$ cat src/rtl/spi_master.sv
// Memory-mapped SPI master (mode 0, MSB first) with a small TX FIFO and a
// single-byte RX holding register, programmable sclk divider and software CS.
module spi_master #(
    parameter int          DEPTH     = 4,
    parameter logic [7:0]  DIV_RESET = 8'd7
) (
    input  logic        clk,
    input  logic        reset,
    input  logic [31:0] address_in,
    input  logic        sel_in,
    input  logic        read_in,
    output logic [31:0] read_value_out,
    input  logic [3:0]  write_mask_in,
    input  logic [31:0] write_value_in,
    output logic        ready_out,
    output logic        sclk_out,
    output logic        mosi_out,
    input  logic        miso_in,
    output logic        csn_out
);

    localparam int PW = $clog2(DEPTH);
    localparam int CW = $clog2(DEPTH + 1);
    localparam logic [PW-1:0] PTR_ONE = 1;
    localparam logic [CW-1:0] CNT_ONE = 1;
    localparam logic [CW-1:0] CNT_FULL = CW'(DEPTH);

    typedef enum logic [1:0] {S_IDLE, S_LOW, S_HIGH} state_t;

    state_t      r_state, w_state_nx;
    logic [7:0]  r_cnt, w_cnt_nx;
    logic [2:0]  r_bit, w_bit_nx;
    logic [7:0]  r_tx_sh, w_tx_nx;
    logic [7:0]  r_rx_sh, w_rx_nx;
    logic        r_sclk, w_sclk_nx;
    logic        r_mosi, w_mosi_nx;
    logic        w_pop, w_done;

    logic [7:0]    r_mem [DEPTH];
    logic [PW-1:0] r_wr_ptr, r_rd_ptr;
    logic [CW-1:0] r_count;
    logic [7:0]    w_head;

    logic [7:0]  r_div;
    logic        r_cs;
    logic [7:0]  r_rx_data;
    logic        r_rx_valid, r_rx_overrun, r_tx_overflow;

    logic w_wr, w_wr_data, w_wr_stat, w_wr_div, w_wr_cs, w_rd_data;
    logic w_full, w_empty, w_busy, w_push_ok;
    logic w_unused;

    assign w_wr      = sel_in & write_mask_in[0];
    assign w_wr_data = w_wr & (address_in[3:2] == 2'd0);
    assign w_wr_stat = w_wr & (address_in[3:2] == 2'd1);
    assign w_wr_div  = w_wr & (address_in[3:2] == 2'd2);
    assign w_wr_cs   = w_wr & (address_in[3:2] == 2'd3);
    assign w_rd_data = sel_in & read_in & (address_in[3:2] == 2'd0);

    assign w_full    = (r_count == CNT_FULL);
    assign w_empty   = (r_count == '0);
    assign w_busy    = (r_state != S_IDLE) | ~w_empty;
    // A pop in the same cycle frees a slot, so a full FIFO still accepts the push.
    assign w_push_ok = w_wr_data & (~w_full | w_pop);
    assign w_head    = r_mem[r_rd_ptr];

    assign w_unused = ^{address_in[31:4], address_in[1:0], write_mask_in[3:1],
                        write_value_in[31:8]};

    always_ff @(posedge clk or posedge reset) begin
        if (reset) begin
            r_state <= S_IDLE;
            r_cnt   <= '0;
            r_bit   <= '0;
            r_tx_sh <= '0;
            r_rx_sh <= '0;
            r_sclk  <= 1'b0;
            r_mosi  <= 1'b0;
        end else begin
            r_state <= w_state_nx;
            r_cnt   <= w_cnt_nx;
            r_bit   <= w_bit_nx;
            r_tx_sh <= w_tx_nx;
            r_rx_sh <= w_rx_nx;
            r_sclk  <= w_sclk_nx;
            r_mosi  <= w_mosi_nx;
        end
    end

    always_comb begin
        w_state_nx = r_state;
        w_cnt_nx   = r_cnt;
        w_bit_nx   = r_bit;
        w_tx_nx    = r_tx_sh;
        w_rx_nx    = r_rx_sh;
        w_sclk_nx  = r_sclk;
        w_mosi_nx  = r_mosi;
        w_pop      = 1'b0;
        w_done     = 1'b0;
        case (r_state)
            S_IDLE: begin
                if (!w_empty) begin
                    w_pop      = 1'b1;
                    w_tx_nx    = w_head;
                    w_mosi_nx  = w_head[7];
                    w_bit_nx   = '0;
                    w_cnt_nx   = r_div;
                    w_state_nx = S_LOW;
                end
            end
            S_LOW: begin
                if (r_cnt == 8'd0) begin
                    w_sclk_nx  = 1'b1;
                    w_rx_nx    = {r_rx_sh[6:0], miso_in};
                    w_cnt_nx   = r_div;
                    w_state_nx = S_HIGH;
                end else begin
                    w_cnt_nx = r_cnt - 8'd1;
                end
            end
            S_HIGH: begin
                if (r_cnt == 8'd0) begin
                    w_sclk_nx = 1'b0;
                    if (r_bit == 3'd7) begin
                        w_done     = 1'b1;
                        w_state_nx = S_IDLE;
                    end else begin
                        w_tx_nx    = {r_tx_sh[6:0], 1'b0};
                        w_mosi_nx  = r_tx_sh[6];
                        w_bit_nx   = r_bit + 3'd1;
                        w_cnt_nx   = r_div;
                        w_state_nx = S_LOW;
                    end
                end else begin
                    w_cnt_nx = r_cnt - 8'd1;
                end
            end
            default: w_state_nx = S_IDLE;
        endcase
    end

    always_ff @(posedge clk) begin
        if (w_push_ok) r_mem[r_wr_ptr] <= write_value_in[7:0];
    end

    always_ff @(posedge clk or posedge reset) begin
        if (reset) begin
            r_wr_ptr <= '0;
            r_rd_ptr <= '0;
            r_count  <= '0;
        end else begin
            if (w_push_ok) r_wr_ptr <= r_wr_ptr + PTR_ONE;
            if (w_pop)     r_rd_ptr <= r_rd_ptr + PTR_ONE;
            case ({w_push_ok, w_pop})
                2'b10:   r_count <= r_count + CNT_ONE;
                2'b01:   r_count <= r_count - CNT_ONE;
                default: r_count <= r_count;
            endcase
        end
    end

    always_ff @(posedge clk or posedge reset) begin
        if (reset) begin
            r_div         <= DIV_RESET;
            r_cs          <= 1'b1;
            r_rx_data     <= '0;
            r_rx_valid    <= 1'b0;
            r_rx_overrun  <= 1'b0;
            r_tx_overflow <= 1'b0;
        end else begin
            if (w_wr_div) r_div <= write_value_in[7:0];
            if (w_wr_cs)  r_cs  <= write_value_in[0];
            if (w_wr_stat && write_value_in[4]) r_rx_overrun  <= 1'b0;
            if (w_wr_stat && write_value_in[5]) r_tx_overflow <= 1'b0;
            if (w_wr_data && w_full && !w_pop)  r_tx_overflow <= 1'b1;
            // A DATA read landing on the completion edge consumes the old byte, so no overrun.
            if (w_done) begin
                r_rx_data  <= r_rx_sh;
                r_rx_valid <= 1'b1;
                if (r_rx_valid && !w_rd_data) r_rx_overrun <= 1'b1;
            end else if (w_rd_data) begin
                r_rx_valid <= 1'b0;
            end
        end
    end

    always_comb begin
        read_value_out = '0;
        if (sel_in) begin
            case (address_in[3:2])
                2'd0: read_value_out = {24'b0, r_rx_data};
                2'd1: read_value_out = {19'b0, 5'(r_count), 2'b0, r_tx_overflow,
                                        r_rx_overrun, w_empty, w_full, r_rx_valid, w_busy};
                2'd2: read_value_out = {24'b0, r_div};
                default: read_value_out = {31'b0, r_cs};
            endcase
        end
    end

    assign ready_out = sel_in;
    assign sclk_out  = r_sclk;
    assign mosi_out  = r_mosi;
    assign csn_out   = r_cs;

endmodule
$ cat config.mk
export PLATFORM = sky130hd
export DESIGN_NAME = spi_master
export DESIGN_NICKNAME = d
export VERILOG_FILES = /design/src/rtl/spi_master.sv
export SDC_FILE = /design/constraint.sdc
export NUM_CORES = 1
export LEC_CHECK = 0
export CAP_MARGIN = 15
export CORE_MARGIN = 2
export CORE_UTILIZATION = 54
export CTS_CLUSTER_DIAMETER = 50
export CTS_CLUSTER_SIZE = 25
export DETAILED_ROUTE_END_ITERATION = 10
export PLACE_DENSITY = 0.86
export RECOVER_POWER = 50
export SLEW_MARGIN = 20
export SYNTH_ARGS = -nofsm -noshare
export SYNTH_HDL_FRONTEND = slang
export SYNTH_SLANG_ARGS = --single-unit
$ cat constraint.sdc
create_clock -name clk -period 4 [get_ports clk]
set_clock_uncertainty 0.2 [all_clocks]
set_input_delay 0.6 -clock clk [delete_from_list [all_inputs] [get_ports clk]]
set_output_delay 0.6 -clock clk [all_outputs]
set_load 0.005 [all_outputs]
==> impl_summary.md <==
STA
The transition time at the pin with the least slew margin is between 1 and 1.5 ns. The setup TNS after final layout is 0 ns. Derived from the worst setup path, the maximum achievable clock frequency is about 0.27 GHz.

Dividing the final minimum period by the clock period gives 0.920. The max-slew headroom at the worst pin is 0.0445. The smallest clock period supported by the final layout is computed as 3.68 ns. Setup repair after global routing left no endpoint under its margin. The count of final hold-check violations was 0. Setup violations remaining at the end of the flow were counted as 0.

The max-slew violation count is 0.

Clocking
Clock tree synthesis selected as its root buffer the cell sky130_fd_sc_hd__clkbuf_8. TritonCTS built the clock tree. At the later pin of the worst-skew pair, clock insertion delay measures around 0.36 ns. The number of CTS-inserted buffers is 9.

After clock tree synthesis, the clock-pin slew on the worst setup and hold paths is ~0.09 ns. The post-CTS setup buffer count is 0. The clock passes through at most 2 buffers.

The H-tree generated during clock tree synthesis spans 3 levels. The total clock sinks is just under 90. The post-CTS resize count is 0. Hold repair after CTS inserted 0 buffers.

Finish
The count of fill cells added during filler insertion is 622. Of the cells placed in the final design, the portion with a size suffix greater than 1 is 0.145. After routing the design area is approximately 4900 sq um. The sequential cells in the finished layout cover a total of 2390 sq um.

The area taken by multi-input logic gates is approximately 1900 sq um. For this run, the post-layout net count is 490. The total inserted antenna cells is 0. Relative to the synthesized area, the layout overhead comes to 10.2%.

Global routing
The initial antenna violation count is 0. The via count of the first global-routing pass was approximately 2.9k. Entering global routing, the biggest net connects 32 pins. In the global route stage, overall resource usage came out at 0.213. The remaining global-route overflow is 0. The first global-routing pass estimated 14500 microns of wire.

Die
The die span in x is about 95 microns. The site row count is 33. The number of placed I/O pins is ~110. In this run the standard cell core region covers 8130 sq um. The die covers between 9000 and 10000 sq um. The floorplan die height is roughly 95 microns. The initial core utilization is 0.549.

Place
The post-detailed-placement cell area is 4750 sq um. After legalization and detailed placement, the total HPWL measured 6390 microns. Routability-driven placement finished with a final weighted congestion of between 0.8 and 0.9. The number of buffer cells added on primary ports is 30.

Logic synthesis
By area the synthesized netlist is led by sky130_fd_sc_hd__dfrtp_1 (30%), sky130_fd_sc_hd__edfxtp_1 (22%), sky130_fd_sc_hd__mux2_2 (4.8%). The dominant cell by count in the synthesized netlist is sky130_fd_sc_hd__dfrtp_1. Ranked by instance count, the synthesized netlist is headed by sky130_fd_sc_hd__dfrtp_1 (53), sky130_fd_sc_hd__nand2_1 (41), sky130_fd_sc_hd__edfxtp_1 (32). The distinct cell type count after synthesis is 62. Of the post-synthesis cell area, the dominant cell type holds 0.297. Among all flip-flop cells after synthesis, the most frequent one is sky130_fd_sc_hd__dfrtp_1. The largest total area in the synthesized netlist belongs to sky130_fd_sc_hd__dfrtp_1. The cell area after synthesis is 4470 sq um. The average instance in the mapped netlist occupies approximately 12 sq um.

The number of enable flip-flop cells after synthesis is 32. The number of instances in the synthesized netlist is between 300 and 400. The share of synthesized area occupied by flip-flops and latches is 0.535. The number of flip-flops and latches in the synthesized netlist is 89.

The fraction of synthesis flops using an asynchronous set or reset pin is 0.640. The yosys synthesis warning count is 0.

Route
In the routed layout, each cell is associated on average with a via count of around 5.8. The detailed-routed wire length on met2 is between 4000 and 5000 microns. In the detailed route, the total length drawn on met3 is 451 microns. The number of optimization iterations in the first detailed-route pass is 6. The overall routed net length is between 8000 and 9000 microns. The starting DRC count in detailed routing is around 330. The post-route DRC violation count is 0. Across all layers, the routed design uses 2958 vias.

The final antenna-violating net count is 0. In this run the top signal layer used is met4. The met1 routed wirelength after detailed routing is between 3000 and 4000 microns.

Dividing the detail-routed wire length by the instance count gives about 17 microns.

Worst setup path
The arrival time reported for the critical path endpoint is approximately 2.9 ns. The startpoint-to-endpoint class of the critical path is reg -> out. The largest delay contributor family on the critical path is buffers and inverters. The signal on the critical path passes through inv_1 > ha_1 > buf_4 > or4b_4 > mux4_2 > and2_1 > clkdlybuf4s50_1. Along the worst path, the maximum fanout reaches 13. The worst setup path is captured at an output pin.

The slowest stage of the critical path is the sky130_fd_sc_hd__or4b_4 cell. STA classifies the critical path startpoint as a register. The critical path contains buffers and inverters numbering 3 combined. On the worst path, the slowest cell contributes a delay of 0.56 ns. STA puts the critical path data required time at roughly 3.2 ns.

Hold path
The path type of the worst min-delay path is reg -> reg.

Power and ir drop
Summed over all cells, the static leakage comes to 2.09 nW. VDD sags by at most 0.349 mV. The power per cell area is 598 nW/um^2.

Run
The tool flagged a number of max-cap violations equal to 0.

Run status
The flow ran to the end, and the final reports show no timing, DRC or antenna violations.
[worst min-delay path, delay by kind of cell, from the launching register on]
| family | cells | cell delay [ns] |
|---|---|---|
| simple gates | 2 | 0.10 |
| flops | 1 | 0.36 |
[metrics by stage]
step / util / hold WS [ns] / instances / power [W] / setup slack, ns
2_1_floorplan: - / 0.234 / 396 / 0.00214 / 1.33
3_3_place_gp: 0.584 / 0.253 / 497 / 0.00234 / 0.592
3_5_place_dp: 0.584 / 0.262 / 497 / 0.00238 / 0.601
4_1_cts: 0.606 / 0.290 / 513 / 0.00295 / 0.319
5_1_grt: 0.605 / 0.316 / 513 / 0.00314 / 0.189
6_report: 0.605 / 0.288 / 513 / 0.00294 / 0.321
[report_power, final]
group / internal (W) / switching [W]
Sequential: 0.00114 / 0.000221
Combinational: 0.000487 / 0.000527
Clock: 0.000233 / 0.000338
Total: 0.00186 / 0.00109
[cells by family (layout without fill, tap and decap cells)]
| group | after synthesis | count (layout) | synth area share |
|---|---|---|---|
| buffers and inverters | 51 | 63 | 0.0666 |
| XOR/XNOR | 4 | 4 | 0.00784 |
| multiplexers | 44 | 44 | 0.129 |
| AO/OA/AOI/OAI | 55 | 55 | 0.0759 |
| other | 1 | 21 | 0.000839 |
| AND/OR/NAND/NOR | 118 | 118 | 0.143 |
| flip-flops | 89 | 89 | 0.535 |
| adder cells (fa/ha/maj) | 14 | 14 | 0.0409 |
[path summary, 6_finish.rpt]
check	end	start	cells after the start	slack [ns]
worst max register to register	r_bit[2]$_DFFE_PP0P_	r_cnt[0]$_DFFE_PP0P_	6	1.12
worst min-delay path	r_rx_data[3]$_DFFE_PP0P_	r_rx_data[3]$_DFFE_PP0P_	2	0.29
worst min register to register	r_rx_data[3]$_DFFE_PP0P_	r_rx_data[3]$_DFFE_PP0P_	2	0.29
min in group asynchronous	r_cnt[3]$_DFFE_PP0P_	reset	2	0.79
max in group asynchronous	r_div[3]$_DFFE_PP0P_	reset	3	0.91
worst max-delay path	read_value_out[0]	r_state[0]$_DFFE_PP0P_	7	0.32
[layout make-up]
cell class,count,share of cell area
Clock buffer,10,0.0259
Clock inverter,6,0.00991
Inverter,14,0.0107
Multi-Input combinational cell,256,0.376
Sequential cell,89,0.486
Tap cell,105,0.0267
Timing Repair Buffer,33,0.0648
[registers in the layout (all words and copies together) (netlist names)]
| name | count |
|---|---|
| r_rx_overrun | 1 |
| r_wr_ptr | 2 |
| r_state | 2 |
| r_tx_overflow | 1 |
| sclk_out | 1 |
| r_rx_valid | 1 |
| r_rd_ptr | 2 |
| r_mem | 32 |
| r_count | 3 |
| mosi_out | 1 |
| r_div | 8 |
| r_bit | 3 |
| csn_out | 1 |
| r_rx_sh | 8 |
| r_cnt | 8 |
| r_tx_sh | 7 |
| r_rx_data | 8 |
[layout by cell type, fill, tap and decap left out, types with 2 or more instances in the layout]
| master | n |
|---|---|
| sky130_fd_sc_hd__dfrtp_1 | 53 |
| sky130_fd_sc_hd__nand2_1 | 41 |
| sky130_fd_sc_hd__edfxtp_1 | 32 |
| sky130_fd_sc_hd__o21ai_0 | 27 |
| sky130_fd_sc_hd__conb_1 | 21 |
| sky130_fd_sc_hd__mux2_2 | 19 |
| sky130_fd_sc_hd__clkdlybuf4s50_1 | 18 |
| sky130_fd_sc_hd__mux2i_1 | 16 |
| sky130_fd_sc_hd__nor2_1 | 14 |
| sky130_fd_sc_hd__inv_1 | 14 |
| sky130_fd_sc_hd__nand3_1 | 13 |
| sky130_fd_sc_hd__and2_1 | 13 |
| sky130_fd_sc_hd__ha_1 | 13 |
| sky130_fd_sc_hd__dlygate4sd3_1 | 12 |
| sky130_fd_sc_hd__mux4_2 | 9 |
| sky130_fd_sc_hd__clkbuf_8 | 9 |
| sky130_fd_sc_hd__nand4_1 | 5 |
| sky130_fd_sc_hd__a21oi_1 | 5 |
| sky130_fd_sc_hd__xnor2_1 | 4 |
| sky130_fd_sc_hd__nor2b_1 | 3 |
| sky130_fd_sc_hd__nand2b_1 | 3 |
| sky130_fd_sc_hd__nor4_1 | 3 |
| sky130_fd_sc_hd__dfstp_2 | 3 |
| sky130_fd_sc_hd__or3b_2 | 2 |
| sky130_fd_sc_hd__a22oi_1 | 2 |
| sky130_fd_sc_hd__a22o_1 | 2 |
| sky130_fd_sc_hd__a32oi_1 | 2 |
| sky130_fd_sc_hd__o2bb2ai_1 | 2 |
| sky130_fd_sc_hd__a211oi_1 | 2 |
| sky130_fd_sc_hd__o211ai_1 | 2 |
| sky130_fd_sc_hd__o22ai_1 | 2 |
| sky130_fd_sc_hd__nor3_1 | 2 |
| sky130_fd_sc_hd__o21a_1 | 2 |
| sky130_fd_sc_hd__inv_6 | 2 |
| sky130_fd_sc_hd__clkinvlp_4 | 2 |
| sky130_fd_sc_hd__clkbuf_1 | 2 |
| sky130_fd_sc_hd__buf_4 | 2 |
[metal layers]
layer  vias to the layer above  global-route usage
met5                         -                   0
met4                         0              0.0785
li1                       1362                   -
met2                       125               0.350
met1                      1457               0.295
met3                        14              0.0223
Power figures use the tool's default switching activity.
==> patch: new RTL, same settings <==
The parameter `DEPTH` goes from 4 to 2.
--- a/src/rtl/spi_master.sv
+++ b/src/rtl/spi_master.sv
@@ -3,3 +3,3 @@
 module spi_master #(
-    parameter int          DEPTH     = 4,
+    parameter int          DEPTH     = 2,
     parameter logic [7:0]  DIV_RESET = 8'd7
Check against the original RTL: not equivalent (Yosys sat finds a counterexample within 4 cycles, from zero or initial values and one cycle with reset high).
==> patch against the unedited design <==
Global-route usage fell by 1.1 points; non-clock buffer count rose by 2; highest routed layer unchanged; clock power rose by 12%; largest cell class unchanged; synthesized area fell by 19%; sequential power fell by 21%; critical path depth fell by 1; wire length fell by 22%; sequential cell count fell by 19; worst hold slack improved by 0.011 ns; maximum frequency rose by 4.0%; critical path type unchanged; final area fell by 17%; total power fell by 13%; worst setup slack improved by 0.14 ns.
==> patch: results (changes against the unedited design) <==
SYNTH-EDFF-COUNT=16  # was 32
YS_SEQ_AREA_SHARE_PCT=50.6  # was 53.5%
RUN_STATUS='complete, no violations'  # unchanged
DETAILEDPLACE.WORSTSLACK_NS=0.761  # was 0.601 ns
POST-DP-HPWL_UM=5080  # was 6390 um
DRTITER0DRC=123  # was 333
MAX-VDD-IR-DROP_uV=321  # was 349 uV
POST_PLACEMENT_CELL_AREA_MM2=0.00391  # was 0.00475 mm^2
GRT_UTIL_MET3_PCT=2.41  # was 2.23%
CRITICAL_PATH_PEAK_FANOUT=7  # was 13
POWER.LEAKAGE_nW=1.79  # was 2.09 nW
GRT_USAGE_PCT=20.2  # was 21.3%
SYNTH_CELL_TYPES=54  # was 62
PATH_CLK_SLEW_NS=0.07  # was 0.09 ns
NNETSFINAL=431  # was 490
FRACTION_OF_SYNTHESIS_FLOPS_USING_AN_ASYNCHRONOUS_SET_OR_RESET_PIN_PCT=77.1  # was 64.0%
GR-USAGE-MET2_PCT=33.1  # was 35.0%
PORT_BUFFERS=29  # was 30
MAX_FFS_PER_REGISTER=16  # was 32
VIA_PER_INST=5.62  # was 5.77
SLOWEST_DELAY_NS=0.53  # was 0.56 ns
SLEW_HEADROOM_PCT=3.34  # was 4.45%
WIRELENGTH_UM=6980  # was 8950 um
FIRST_GLOBAL_VIAS=2463  # was 2880
GROUTE.LAYER.MET1.USAGE_PCT=25.7  # was 29.5%
LAYOUT-DRIVE-GT1-SHARE_PCT=17.8  # was 14.5%
GRT_MAX_DEGREE=40  # was 32
patch: per-layer routing:
metal  vias up  part of all wire [%]
li1       1147                     -
met1      1183                    45
met2        74                    48
met3        17                   4.1
met4         0                   2.7
met5         -                     0
patch: stage by stage:
step           util [%]  cells
2_1_floorplan         -    338
3_3_place_gp       60.9    415
3_5_place_dp       60.9    415
4_1_cts            64.3    431
5_1_grt            63.9    431
6_report           63.9    431
patch: logic make-up after synthesis:
family / Yosys count / synth area share (%)
XOR/XNOR: 5 / 1.21
AO/OA/AOI/OAI: 54 / 9.20
multiplexers: 52 / 15.9
adder cells (fa/ha/maj): 9 / 3.10
flip-flops: 70 / 50.6
other: 1 / 0.103
buffers and inverters: 48 / 7.69
AND/OR/NAND/NOR: 78 / 12.2
patch: worst paths after layout:
kind / slack (ns) / from / cells after the start / end
max in group asynchronous: 1.28 / reset / 3 / r_cnt[3]$_DFFE_PP0P_
worst min-delay path: 0.30 / r_bit[0]$_DFFE_PP0P_ / 1 / r_bit[0]$_DFFE_PP0P_
worst max-delay path: 0.46 / r_state[0]$_DFFE_PP0P_ / 6 / read_value_out[0]
min in group asynchronous: 0.92 / reset / 2 / r_cnt[5]$_DFFE_PP0P_
worst max register to register: 1.29 / r_cnt[0]$_DFFE_PP0P_ / 6 / r_rx_data[7]$_DFFE_PP0P_
worst min register to register: 0.30 / r_bit[0]$_DFFE_PP0P_ / 1 / r_bit[0]$_DFFE_PP0P_
patch: area by class of cell:
| class | count | area (um^2) |
|---|---|---|
| fillers | 505 | 2320 |
| flip-flops and latches | 70 | 1840 |
| multi-input cells | 220 | 1580 |
| repair buffers | 35 | 324 |
| clock buffers | 10 | 128 |
| well taps | 77 | 96.3 |
| clock inverters | 6 | 93.8 |
| inverters | 13 | 48.8 |
patch: power by group:
part | switching [mW] | leakage [nW] | internal, mW
combinational | 0.437 | 0.864 | 0.426
clock | 0.280 | 0.107 | 0.357
sequential | 0.171 | 0.817 | 0.900
patch: critical path: cells and delay by family, from the launching register on:
| family | cells | cell delay (ns) |
|---|---|---|
| fa+ha+maj | 1 | 0.26 |
| simple gates | 2 | 0.69 |
| mux | 1 | 0.48 |
| buf+inv | 2 | 0.55 |
| flops | 1 | 0.41 |
